**src/rtl/pipelined_barrel_shifter_pkg.sv**
```systemverilog
// Shared types for the pipelined barrel shifter.
//
// Contents:
//   shift_op_t : shift operation select, encoded exactly as on the in_op port
//                (00 LSL, 01 LSR, 10 ASR, 11 ROR).
//   DEFAULT_N  : default log2 of the datapath width.
//
// The per-stage payload struct depends on the data width, so it is declared
// inside the top module where that width is known.
package shifter_pkg;

  typedef enum logic [1:0] {
    OP_LSL = 2'b00,
    OP_LSR = 2'b01,
    OP_ASR = 2'b10,
    OP_ROR = 2'b11
  } shift_op_t;

  localparam int DEFAULT_N = 3;

endpackage

```
**src/rtl/pipelined_barrel_shifter_stage.sv**
```systemverilog
// One stage of the pipelined barrel shifter: purely combinational.
// Shifts or rotates by SHIFT positions when en is set, otherwise passes the
// word through unchanged.
//
// Parameters:
//   W     : data width
//   SHIFT : fixed shift distance of this stage (a power of two below W)
//
// Ports:
//   en        in  1  this stage's shift-amount bit
//   op        in  2  operation select (shift_op_t)
//   data_in   in  W  word entering the stage
//   carry_in  in  1  carry from earlier stages
//   data_out  out W  word leaving the stage
//   carry_out out 1  last bit shifted or rotated out so far
module barrel_shift_stage
  import shifter_pkg::*;
#(
  parameter int W     = 8,
  parameter int SHIFT = 1
) (
  input  logic         en,
  input  shift_op_t    op,
  input  logic [W-1:0] data_in,
  input  logic         carry_in,
  output logic [W-1:0] data_out,
  output logic         carry_out
);

  // Earlier stages only ever apply smaller distances, so the bit picked here
  // is also the last bit shifted out of the original word overall.
  always_comb begin
    data_out  = data_in;
    carry_out = carry_in;
    if (en) begin
      case (op)
        OP_LSL: begin
          data_out  = data_in << SHIFT;
          carry_out = data_in[W-SHIFT];
        end
        OP_LSR: begin
          data_out  = data_in >> SHIFT;
          carry_out = data_in[SHIFT-1];
        end
        OP_ASR: begin
          // The MSB still holds the original sign, because every earlier
          // stage replicates it.
          data_out  = $signed(data_in) >>> SHIFT;
          carry_out = data_in[SHIFT-1];
        end
        OP_ROR: begin
          data_out  = (data_in >> SHIFT) | (data_in << (W - SHIFT));
          carry_out = data_in[SHIFT-1];
        end
        default: begin
          data_out  = data_in;
          carry_out = carry_in;
        end
      endcase
    end
  end

endmodule

```
**src/rtl/pipelined_barrel_shifter.sv**
```systemverilog
// Pipelined multi-function barrel shifter for a 2**N-bit word.
// There is one register stage per shift-amount bit. Stage k applies the shift
// for amt[k], either 0 or 2**k positions.
// A valid/ready handshake is used on both sides. Backpressure freezes the
// whole pipeline.
//
// Ports:
//   clk       in  1  clock, rising edge
//   rst_n     in  1  asynchronous active-low reset
//   in_valid  in  1  input word valid
//   in_ready  out 1  input accepted this cycle when in_valid is high
//   in_data   in  W  operand
//   in_amt    in  N  shift amount 0..W-1
//   in_op     in  2  00 LSL, 01 LSR, 10 ASR, 11 ROR
//   out_valid out 1  result valid
//   out_ready in  1  consumer accepts result
//   out_data  out W  shifted result
//   out_carry out 1  last bit shifted or rotated out (0 when amount is 0)
module pipelined_barrel_shifter
  import shifter_pkg::*;
#(
  parameter int N = DEFAULT_N
) (
  input  logic                clk,
  input  logic                rst_n,
  input  logic                in_valid,
  output logic                in_ready,
  input  logic [(1<<N)-1:0]   in_data,
  input  logic [N-1:0]        in_amt,
  input  logic [1:0]          in_op,
  output logic                out_valid,
  input  logic                out_ready,
  output logic [(1<<N)-1:0]   out_data,
  output logic                out_carry
);

  localparam int W = 1 << N;

  typedef struct packed {
    logic          valid;
    logic [W-1:0]  data;
    logic [N-1:0]  amt;
    shift_op_t     op;
    logic          carry;
  } stage_t;

  stage_t stg_q [N];
  stage_t stg_d [N];
  stage_t in_payload;
  logic   adv;

  // The whole pipeline moves together. Because bubbles are not squeezed out,
  // the only condition that stops it is an unaccepted result at the tail.
  assign adv       = out_ready | ~out_valid;
  assign in_ready  = adv;

  assign in_payload = '{valid: in_valid, data: in_data, amt: in_amt,
                        op: shift_op_t'(in_op), carry: 1'b0};

  for (genvar k = 0; k < N; k++) begin : g_stage
    stage_t        stage_in;
    logic [W-1:0]  shifted;
    logic          shifted_carry;

    if (k == 0) begin : g_first
      assign stage_in = in_payload;
    end else begin : g_next
      assign stage_in = stg_q[k-1];
    end

    barrel_shift_stage #(
      .W     (W),
      .SHIFT (1 << k)
    ) u_stage (
      .en        (stage_in.amt[k]),
      .op        (stage_in.op),
      .data_in   (stage_in.data),
      .carry_in  (stage_in.carry),
      .data_out  (shifted),
      .carry_out (shifted_carry)
    );

    assign stg_d[k] = '{valid: stage_in.valid, data: shifted,
                        amt: stage_in.amt, op: stage_in.op,
                        carry: shifted_carry};
  end

  always_ff @(posedge clk or negedge rst_n) begin
    if (!rst_n) begin
      for (int i = 0; i < N; i++) begin
        stg_q[i] <= '0;
      end
    end else if (adv) begin
      stg_q <= stg_d;
    end
  end

  assign out_valid = stg_q[N-1].valid;
  assign out_data  = stg_q[N-1].data;
  assign out_carry = stg_q[N-1].carry;

  // The final stage's amount and op are only needed by earlier stages.
  logic unused_tail;
  assign unused_tail = ^{stg_q[N-1].amt, stg_q[N-1].op};

endmodule

```
**config.mk**
```make
export PLATFORM = sky130hd
export DESIGN_NAME = pipelined_barrel_shifter
export DESIGN_NICKNAME = d
export VERILOG_FILES = /design/src/rtl/pipelined_barrel_shifter_pkg.sv /design/src/rtl/pipelined_barrel_shifter_stage.sv /design/src/rtl/pipelined_barrel_shifter.sv
export SDC_FILE = /design/constraint.sdc
export NUM_CORES = 1
export LEC_CHECK = 0
export BUFFER_PORTS_ARGS = -buffer_cell sky130_fd_sc_hd__buf_2
export CAP_MARGIN = 40
export CELL_PAD_IN_SITES_DETAIL_PLACEMENT = 0
export CELL_PAD_IN_SITES_GLOBAL_PLACEMENT = 1
export CORE_AREA = 2 2 71 73
export DETAILED_ROUTE_END_ITERATION = 6
export DIE_AREA = 0 0 73 75
export HOLD_SLACK_MARGIN = 0.12
export PLACE_DENSITY = 0.86
export SETUP_SLACK_MARGIN = 0.1
export SLEW_MARGIN = 20
export SYNTH_ARGS = -nofsm -noshare
export SYNTH_HDL_FRONTEND = slang
export SYNTH_SLANG_ARGS = --single-unit
```
**constraint.sdc**
```tcl
create_clock -name clk -period 1.5 [get_ports clk]
set_input_delay 0 -clock clk [delete_from_list [all_inputs] [get_ports clk]]
set_output_delay 0 -clock clk [all_outputs]
set_load 0.05 [all_outputs]
```
==> summary.md, run 1 <==
| Metric | Value |
|---|---|
| Via Count | `1,680` |
| Placed Area | `2112 sq um` |
| YS warnings | `0` |
| Most used DFF post-synth | `dfrtp_1` |
| CTS root buf | `clkbuf_8` |
| Bufs on Longest Clock Path | `2` |
| CP Buf/Inv Count | `4` |
| Clock Skew | `0.004464 ns` |
| CTS tree | `done` |
| Synth-to-layout area growth | `21.73%` |
| Iter 0 DRT Violations | `a little under 100` |
| Most common cell after layout, fill and taps aside | `nand2_1` |
| Vias in the first global route | `1,519` |
| Initial antenna violation count | `0` |
| Core Box Area | `4661 sq um` |
| Worst-path maximum fanout | `9` |
| Crit path max-delay family | `buffers and inverters` |
| Mapped Nets | `236` |
| Share of post-route cells with drive strength above 1 | `18.60%` |
| Synthesized area per cell | `roughly 8.9 sq um` |
| Nets | `~270` |
| Vert. Die Dim | `75 um` |
| Largest net degree at the start of global routing | `46` |
| Pwr Density | `1820 nW/um^2` |
| ANT nets after route | `0` |
| Clk_lat worst skew | `0.29 ns` |
| GP Congestion | `around 0.84` |
| Design area | `2376 sq um` |
| Number of synthesized flops with an enable pin | `0` |
| Drt via density | `~5.4` |
| Detailed placer's ending HPWL | `2729 um` |
| Crit path max-delay cell type | `dlygate4sd3_1` |
| DRC errors left | `0` |
| Post-Syn Instances | `approximately 220` |
| Commonest cells after routing, fill and taps aside | `nand2_1, o21ai_0, dfrtp_1` |
| Worst-path clk slew | `approximately 0.070 ns` |
| Leakage | `0.001149 uW` |
| Peak VDD IR | `567.8 uV` |
| Starting Density | `41.88%` |
| RSZ-0062 raised after global routing | `false` |
| I/O Buffers | `27` |
| Total CTS buffers | `5` |
| CP startpoint kind | `input pin` |
| Total gr overflow | `0` |
| Worst stage delay on the critical path | `0.55 ns` |
| FMAX | `approximately 740 MHz` |
| Seq cells post-synth | `37` |
| Clock sink count | `37` |
| Period utilization | `90.29%` |
| Critical Path Most Common Cell | `dlygate4sd3_1` |
| 1st-pass router iterations | `4` |
| CP Cell Sequence | `dlygate4sd3_1, buf_2, inv_4, nand2_1, dlygate4sd3_1, a31oi_1` |
| Kind of critical path | `in2reg` |
| Total Routing Usage GR | `16.61%` |
| Worst Path Required | `between 1.5 and 2 ns` |
| Worst-Margin Slew | `just over 0.5 ns` |
| Post-Layout Cell Count | `312` |
| HP Class | `in2reg` |
| Die width | `73 um` |
| Post-route setup TNS | `0 ns` |
| Outcome | `complete, no violations` |
| Std-Cell Rows | `25` |
| Ant diodes | `0` |
| Fin crit period | `1.354 ns` |
| First-pass GRT wire length | `between 7000 and 8000 um` |
| Die area | `5475 sq um` |
| Slew HR | `66.47%` |
| IO Count | `28` |
| Max Cap Viol | `0` |
| Fraction of registers with async set/reset | `100.0%` |
| Yosys cell types | `35` |
| Seq/Total Area, Yosys | `47.44%` |
| Wire per inst | `~13 um` |
| Mapped cell area | `1952 sq um` |
| Max Slew Vio Count | `0` |
| Worst Path Arrival | `1.57 ns` |
| Number of instances in the placed design | `between 200 and 300` |
| H-tree levels | `2` |
| Finish-stage setup viols | `0` |
| Drt total wl | `slightly above 4000 um` |
| Final hold vios | `0` |
| Critical path endpoint category | `flip-flop` |
## final timing paths
kind	endpoint	start	slack, ns	cells after the start
worst min-delay path	out_valid	out_ready	0.20	5
worst max register to register	out_data[3]	g_stage[2].stage_in[2]	0.25	3
worst min register to register	g_stage[2].stage_in[14]	g_stage[2].stage_in[14]	0.47	2
min in group asynchronous	out_data[5]	rst_n	0.28	3
max in group asynchronous	out_valid	rst_n	0.88	3
worst max-delay path	g_stage[1].stage_in[6]	in_amt[0]	0.15	6
## synthesized netlist by cell type (2+ instances only)
library cell	instances	area, sq um
o21ai_0	38	190.2
o21ai_1	3	15.01
a31oi_1	4	25.02
clkbuf_1	2	7.510
o22ai_1	6	37.54
o21a_1	6	45.04
nor2b_1	3	18.77
dfrtp_1	37	925.9
buf_4	3	22.52
nand2_1	40	150.1
o211a_1	11	110.1
a221oi_1	4	35.03
nand3_1	4	20.02
inv_1	10	37.54
mux2i_1	5	50.05
clkbuf_2	2	10.01
a211oi_1	5	37.54
nor2_1	10	37.54
buf_2	10	50.05
## flip-flops by register name, indices dropped and copies added, names as in the netlist
name              flops
out_carry             1
out_data              8
out_valid             1
g_stage.stage_in     27
## report_power, final
group,switching [uW],internal (uW)
sequential,354,1390
combinational,1170,640
clock,353,415
total,1880,2450
## what timing repair did
| item | in CTS | in global routing |
|---|---|---|
| resized for setup | 1 | 0 |
| hold endpoints to repair | 51 | 0 |
| hold buffers | 16 | 0 |
| endpoints found under the setup margin | 1 | 0 |
| setup buffers | 0 | 0 |
## worst min-delay path, cell delays in order
cell and delay [ns]:
buf_2 0.08, nor2b_2 0.04, inv_2 0.06, buf_12 0.19, nand2b_1 0.07
## kinds of logic (layout without fill, tap and decap cells)
group	Yosys count	count (layout)	synth area share (%)
mux	5	5	2.564
simple gates	65	65	14.42
compound gates	81	81	27.50
xor+xnor	1	1	0.4488
buf+inv	30	69	7.629
flops	37	37	47.44
## layout make-up
cell class / count / area, sq um
sequential: 37 / 927.1
clock buffer: 7 / 96.34
fill: 447 / 2285
tap: 54 / 67.56
clock inverter: 1 / 5.005
multi-input combinational: 152 / 877.1
timing repair buffer: 49 / 355.3
inverter: 12 / 47.55
## metal layers
metal  vias to the layer above  global-route usage, %  part of all wire, %
met5                         -                      0                    0
li1                        842                      -                    -
met1                       794                  20.43                   47
met3                         7                  4.016                  3.0
met2                        37                  28.43                   49
met4                         0                  6.173                  1.6
## through the flow
stage | hold slack (ns) | util, % | setup slack [ns] | total power (uW)
after floorplan | -0.2956 | - | 0.2271 | 3113
after global placement | 0.06705 | 45.32 | 0.3105 | 3522
after detailed placement | 0.07045 | 45.32 | 0.2682 | 3552
after CTS | 0.1939 | 50.98 | 0.1475 | 4366
after global routing | 0.2376 | 50.98 | 0.1001 | 4645
final | 0.1988 | 50.98 | 0.1457 | 4325
Note: power is estimated with default switching activity, not from simulation.
==> inputs of run 2 (changes only) <==
CORE_AREA = 2 2 69 71   (was 2 2 71 73)
DIE_AREA = 0 0 71 73   (was 0 0 73 75)
PLACE_DENSITY = 0.9   (was 0.86)
SKIP_LAST_GASP = 1   (was default)
clock period = 1.6 ns   (was 1.5 ns; I/O delays follow)
==> run 2 against run 1 <==
Compared with the run above:
- clock power decreased by 15%
- hold slack got worse by 0.050 ns
- non-clock buffer count decreased by 3
- flip-flop and latch count unchanged
- total power decreased by 8.1%
- critical path depth decreased by 2
- wire length decreased by 5.2%
- critical endpoint is now in_ready
==> summary.md, run 2 (synthesis gave the netlist of run 1 again) <==
| Metric | Value |
|---|---|
| Outcome | `complete, no violations` |
| RSZ-0062 raised after global routing | `false` |
| Min setup slack post-route | `0.1864 ns` |
| Drt total wl | `3922 um` |
| Multi-input gate area | `877.1 sq um` |
| Starting Density | `approximately 43%` |
| Detailed placer's ending HPWL | `approximately 2700 um` |
| Nets | `271` |
| GP Congestion | `approximately 0.87` |
| Minimum hold slack | `0.1492 ns` |
| Most common cell after layout, fill and taps aside | `nand2_1` |
| Vert. Die Dim | `~73 um` |
| Via Count | `1,620` |
| Vias in the first global route | `between 1,500 and 2,000` |
| Crit path max-delay cell type | `dfrtp_1` |
| Die area | `between 5000 and 6000 sq um` |
| H-tree levels | `2` |
| Leakage | `roughly 0.0011 uW` |
| Bufs on Longest Clock Path | `2` |
| Post-route setup TNS | `0 ns` |
| Fill cells | `about 450` |
| Worst Path Arrival | `1.41 ns` |
| CTS root buf | `clkbuf_8` |
| Worst-path maximum fanout | `37` |
| Final hold vios | `0` |
| Placed Area | `about 2100 sq um` |
| Worst Path Required | `1.60 ns` |
| Initial antenna violation count | `0` |
| Slew HR | `66.43%` |
| Synth-to-layout area growth | `20.26%` |
| Fin crit period | `roughly 1.4 ns` |
| Worst stage delay on the critical path | `0.37 ns` |
| I/O Buffers | `27` |
| Largest net degree at the start of global routing | `38` |
| Max FFs per register | `27` |
| Clock sink count | `37` |
| Std-Cell Rows | `25` |
| Max Slew Vio Count | `0` |
| Ant diodes | `0` |
| ANT nets after route | `0` |
| Total CTS buffers | `5` |
| Commonest cells after routing, fill and taps aside | `nand2_1, o21ai_0, dfrtp_1` |
| HP Class | `in2reg` |
| DRC errors left | `0` |
| Pwr Density | `1693 nW/um^2` |
| Finish-stage setup viols | `0` |
| Final Power | `3973 uW` |
| Post-place setup slack | `just over 0.3 ns` |
| CP Cell Sequence | `nor2b_2, inv_2, buf_12, buf_4` |
| Share of post-route cells with drive strength above 1 | `about 17%` |
| Clk_lat worst skew | `0.29 ns` |
| Die width | `just over 70 um` |
| 1st-pass router iterations | `5` |
| Wire per inst | `12.73 um` |
| Peak VDD IR | `560.0 uV` |
| Worst-path clk slew | `about 0.070 ns` |
| Drt via density | `5.260` |
| Total Routing Usage GR | `16.98%` |
| First-pass GRT wire length | `6851 um` |
| Design area | `roughly 2300 sq um` |
| Register area | `925.9 sq um` |
| IO Count | `28` |
| Max Cap Viol | `0` |
| Period utilization | `around 90%` |
| Total gr overflow | `0` |
| Core Box Area | `4536 sq um` |
| Worst-Margin Slew | `between 0.5 and 0.6 ns` |
| FMAX | `707.4 MHz` |
| Critical path endpoint category | `output port` |
| CP startpoint kind | `flip-flop` |
| Clock Skew | `~0.0054 ns` |
| Kind of critical path | `reg2out` |
| Iter 0 DRT Violations | `99` |
| CTS tree | `done` |
## run 2: changes by cell type in the layout (fill, tap and decap cells not counted), sizes merged
| cell | change |
|---|---|
| buf | -2 |
| dlygate4sd3 | -1 |
| clkinv | -1 |
## run 2: what timing repair did
item | in CTS | in global routing
hold buffers | 15 | 0
endpoints found under the hold margin | 51 | 0
gates resized for setup | 0 | 2
endpoints found under the setup margin | 0 | 1
buffers inserted | 0 | 0
## run 2: through the flow
| step | util, % | std cells |
|---|---|---|
| 5_1_grt | 51.75 | 308 |
| 4_1_cts | 51.70 | 308 |
| 3_5_place_dp | 46.48 | 286 |
| 2_1_floorplan | - | 219 |
| 6_report | 51.75 | 308 |
| 3_3_place_gp | 46.48 | 286 |
## run 2: path summary, 6_finish.rpt
path	from	to	slack [ns]	cells after the start
setup / recovery	out_valid	in_ready	0.19	4
hold / removal	out_ready	g_stage[1].stage_in[14]	0.15	5
setup reg to reg	g_stage[2].stage_in[2]	out_data[0]	0.29	3
hold reg to reg	g_stage[2].stage_in[14]	g_stage[2].stage_in[14]	0.46	2
max in group asynchronous	rst_n	g_stage[1].stage_in[8]	1.00	3
min in group asynchronous	rst_n	out_data[5]	0.27	3
## run 2: per-layer routing
metal  global-route usage, %  wire length (um)  vias up
li1                        -                 -      832
met1                   20.53              1849      749
met2                   29.18              1873       34
met3                   4.144               123        5
met4                   6.918                75        0
met5                       0                 0        -
## run 2: area by class of cell
type / instances / share of cell area, %
Tap cell: 54 / 2.878
Inverter: 12 / 2.026
Clock buffer: 7 / 3.678
Timing Repair Buffer: 46 / 14.61
Sequential cell: 37 / 39.45
Multi-Input combinational cell: 152 / 37.37
## run 2: power breakdown
group	internal [uW]	total, uW	switching (uW)
clock network	341	650	308
logic	599	1670	1070
registers	1300	1660	353
total	2240	3970	1730
## run 2: worst max-delay path: cells and delay by family (launching register included)
kind	cells	cell delay (ns)
buffers and inverters	3	0.58
flip-flops	1	0.37
AND/OR/NAND/NOR	1	0.17
==> inputs of run 3 (changes only) <==
REMOVE_ABC_BUFFERS = 1   (was default)
==> run 3 against run 2 <==
Compared with the run above:
- sequential power about the same
- cell count increased by 0.32%
- first-iteration DRC count decreased by 40%
- clock power decreased by 1%
- worst setup slack improved by 0.032 ns
- via count increased by 3.6%
- register-to-register slack got worse by 0.04 ns
- utilization increased by 0.11 points
- die area unchanged
- hold slack got worse by 0.0011 ns
==> summary.md, run 3 (synthesis gave the netlist of run 1 again) <==
| Metric | Value |
|---|---|
| Vert. Die Dim | `approximately 73 um` |
| Detailed placer's ending HPWL | `just under 3000 um` |
| Clk_lat worst skew | `0.28 ns` |
| Std-Cell Rows | `25` |
| Peak VDD IR | `466.7 uV` |
| Met1 GRT Util | `21.74%` |
| Worst stage delay on the critical path | `0.37 ns` |
| Iter 0 DRT Violations | `59` |
| Total Routing Usage GR | `17.48%` |
| Post-route setup TNS | `0 ns` |
| First-pass GRT wire length | `7182 um` |
| Die area | `5183 sq um` |
| Total CTS buffers | `5` |
| Register-to-Register Path Depth | `3` |
| CP Cell Sequence | `nor2b_2, inv_2, buf_4, buf_2` |
| ANT nets after route | `0` |
| Wire per inst | `between 10 and 15 um` |
| Via Count | `1,678` |
| CTS tree | `done` |
| Worst Path Arrival | `~1.4 ns` |
| Leakage | `0.001135 uW` |
| I/O Buffers | `27` |
| 1st-pass router iterations | `4` |
| Minimum hold slack | `0.1480 ns` |
| Fin crit period | `1.382 ns` |
| Slew HR | `65.85%` |
| GP Congestion | `0.8958` |
| Bufs on Longest Clock Path | `2` |
| Pwr Density | `1698 nW/um^2` |
| Hold path cells | `5` |
| Synth-to-layout area growth | `20.51%` |
| Min setup slack post-route | `between 0.2 and 0.25 ns` |
| RSZ-0062 raised after global routing | `false` |
| Drt via density | `5.430` |
| Placed Area | `2116 sq um` |
| Met3 Resource Use GR | `3.867%` |
| Die width | `71 um` |
| Final hold vios | `0` |
| IO Count | `28` |
| Share of post-route cells with drive strength above 1 | `17.25%` |
| Worst-Margin Slew | `about 0.51 ns` |
| Worst-path maximum fanout | `13` |
| Post-place setup slack | `0.3145 ns` |
| Most common cell after layout, fill and taps aside | `nand2_1` |
| WHS Endpoint | `g_stage[1].stage_in[5]` |
| CP startpoint kind | `flip-flop` |
| Clock Skew | `0.004913 ns` |
| Worst Path Required | `1.60 ns` |
| FMAX | `723.8 MHz` |
| Vias in the first global route | `1,551` |
| Design area | `2352 sq um` |
| Critical path endpoint category | `output port` |
| Crit path max-delay cell type | `dfrtp_1` |
| Nets | `272` |
| Starting Density | `43.03%` |
| Kind of critical path | `reg2out` |
| Finish-stage setup viols | `0` |
| DRC errors left | `0` |
| FF-to-FF End | `g_stage[2].stage_in[10]` |
| Worst-path clk slew | `~0.070 ns` |
| HP Class | `in2reg` |
| R2r startpoint | `g_stage[1].stage_in[1]` |
| Total gr overflow | `0` |
| GR peak layer | `met2` |
| Max Cap Viol | `0` |
| Initial antenna violation count | `0` |
| Drt total wl | `roughly 4300 um` |
| CTS root buf | `clkbuf_8` |
| Reg2Reg Setup Slack | `0.25 ns` |
| Max Slew Vio Count | `0` |
| Met2 global-route usage | `29.80%` |
| Max FFs per register | `27` |
| Hold_sp | `out_ready` |
| Core Box Area | `4536 sq um` |
| Ant diodes | `0` |
| Period utilization | `86.35%` |
| Commonest cells after routing, fill and taps aside | `nand2_1, o21ai_0, dfrtp_1` |
| Largest net degree at the start of global routing | `38` |
| Outcome | `complete, no violations` |
| H-tree levels | `2` |
| Clock sink count | `37` |
[run 3: worst max-delay path: cells and delay by family, from the launching register on]
family                 cells  cell delay (ns)
buffers and inverters      3             0.54
and+or+nand+nor            1             0.18
DFF                        1             0.37
[run 3: how the worst max path moves through the flow]
| stage | startpoint | to | slack, ns | cells after the start |
|---|---|---|---|---|
| 2_1_floorplan | out_valid | g_stage[1].stage_in[8] | -0.68 | 4 |
| 5_1_grt | out_valid | in_ready | 0.15 | 4 |
| 4_1_cts | out_valid | in_ready | 0.20 | 4 |
| 3_5_place_dp | g_stage[1].stage_in[1] | g_stage[2].stage_in[0] | 0.31 | 3 |
| 3_3_place_gp | g_stage[1].stage_in[2] | g_stage[2].stage_in[11] | 0.37 | 3 |
| 6_report | out_valid | in_ready | 0.22 | 4 |
[run 3: through the flow]
step,instances,util (%),total power [uW]
2_1_floorplan,201,-,2810
4_1_cts,309,51.86,4028
6_report,309,51.86,3993
3_5_place_dp,287,46.65,3343
3_3_place_gp,287,46.65,3295
5_1_grt,309,51.86,4292
[run 3: repair_timing]
action / in CTS / in global routing
hold buffers: 15 / 0
setup endpoints to repair: 0 / 0
buffers inserted: 0 / 0
endpoints found under the hold margin: 51 / 0
gates resized for setup: 0 / 0
[run 3: layout make-up]
cell class / count / area, sq um
multi-input combinational: 152 / 877.1
tap: 54 / 67.56
timing repair buffer: 47 / 347.8
fill: 442 / 2183
inverter: 12 / 47.55
clock buffer: 7 / 86.33
sequential: 37 / 925.9
[run 3: per-layer routing]
layer	share of wire, %	wire, um
met5	0	0
met4	1.7	74
met3	3.9	165
met2	49	2102
met1	45	1932
[run 3: power by group]
part / leakage, uW / switching (uW) / internal [uW] / total, uW
Combinational: 0.000647 / 1070 / 599 / 1670
Clock: 0.0000443 / 302 / 341 / 643
Sequential: 0.000444 / 377 / 1300 / 1680
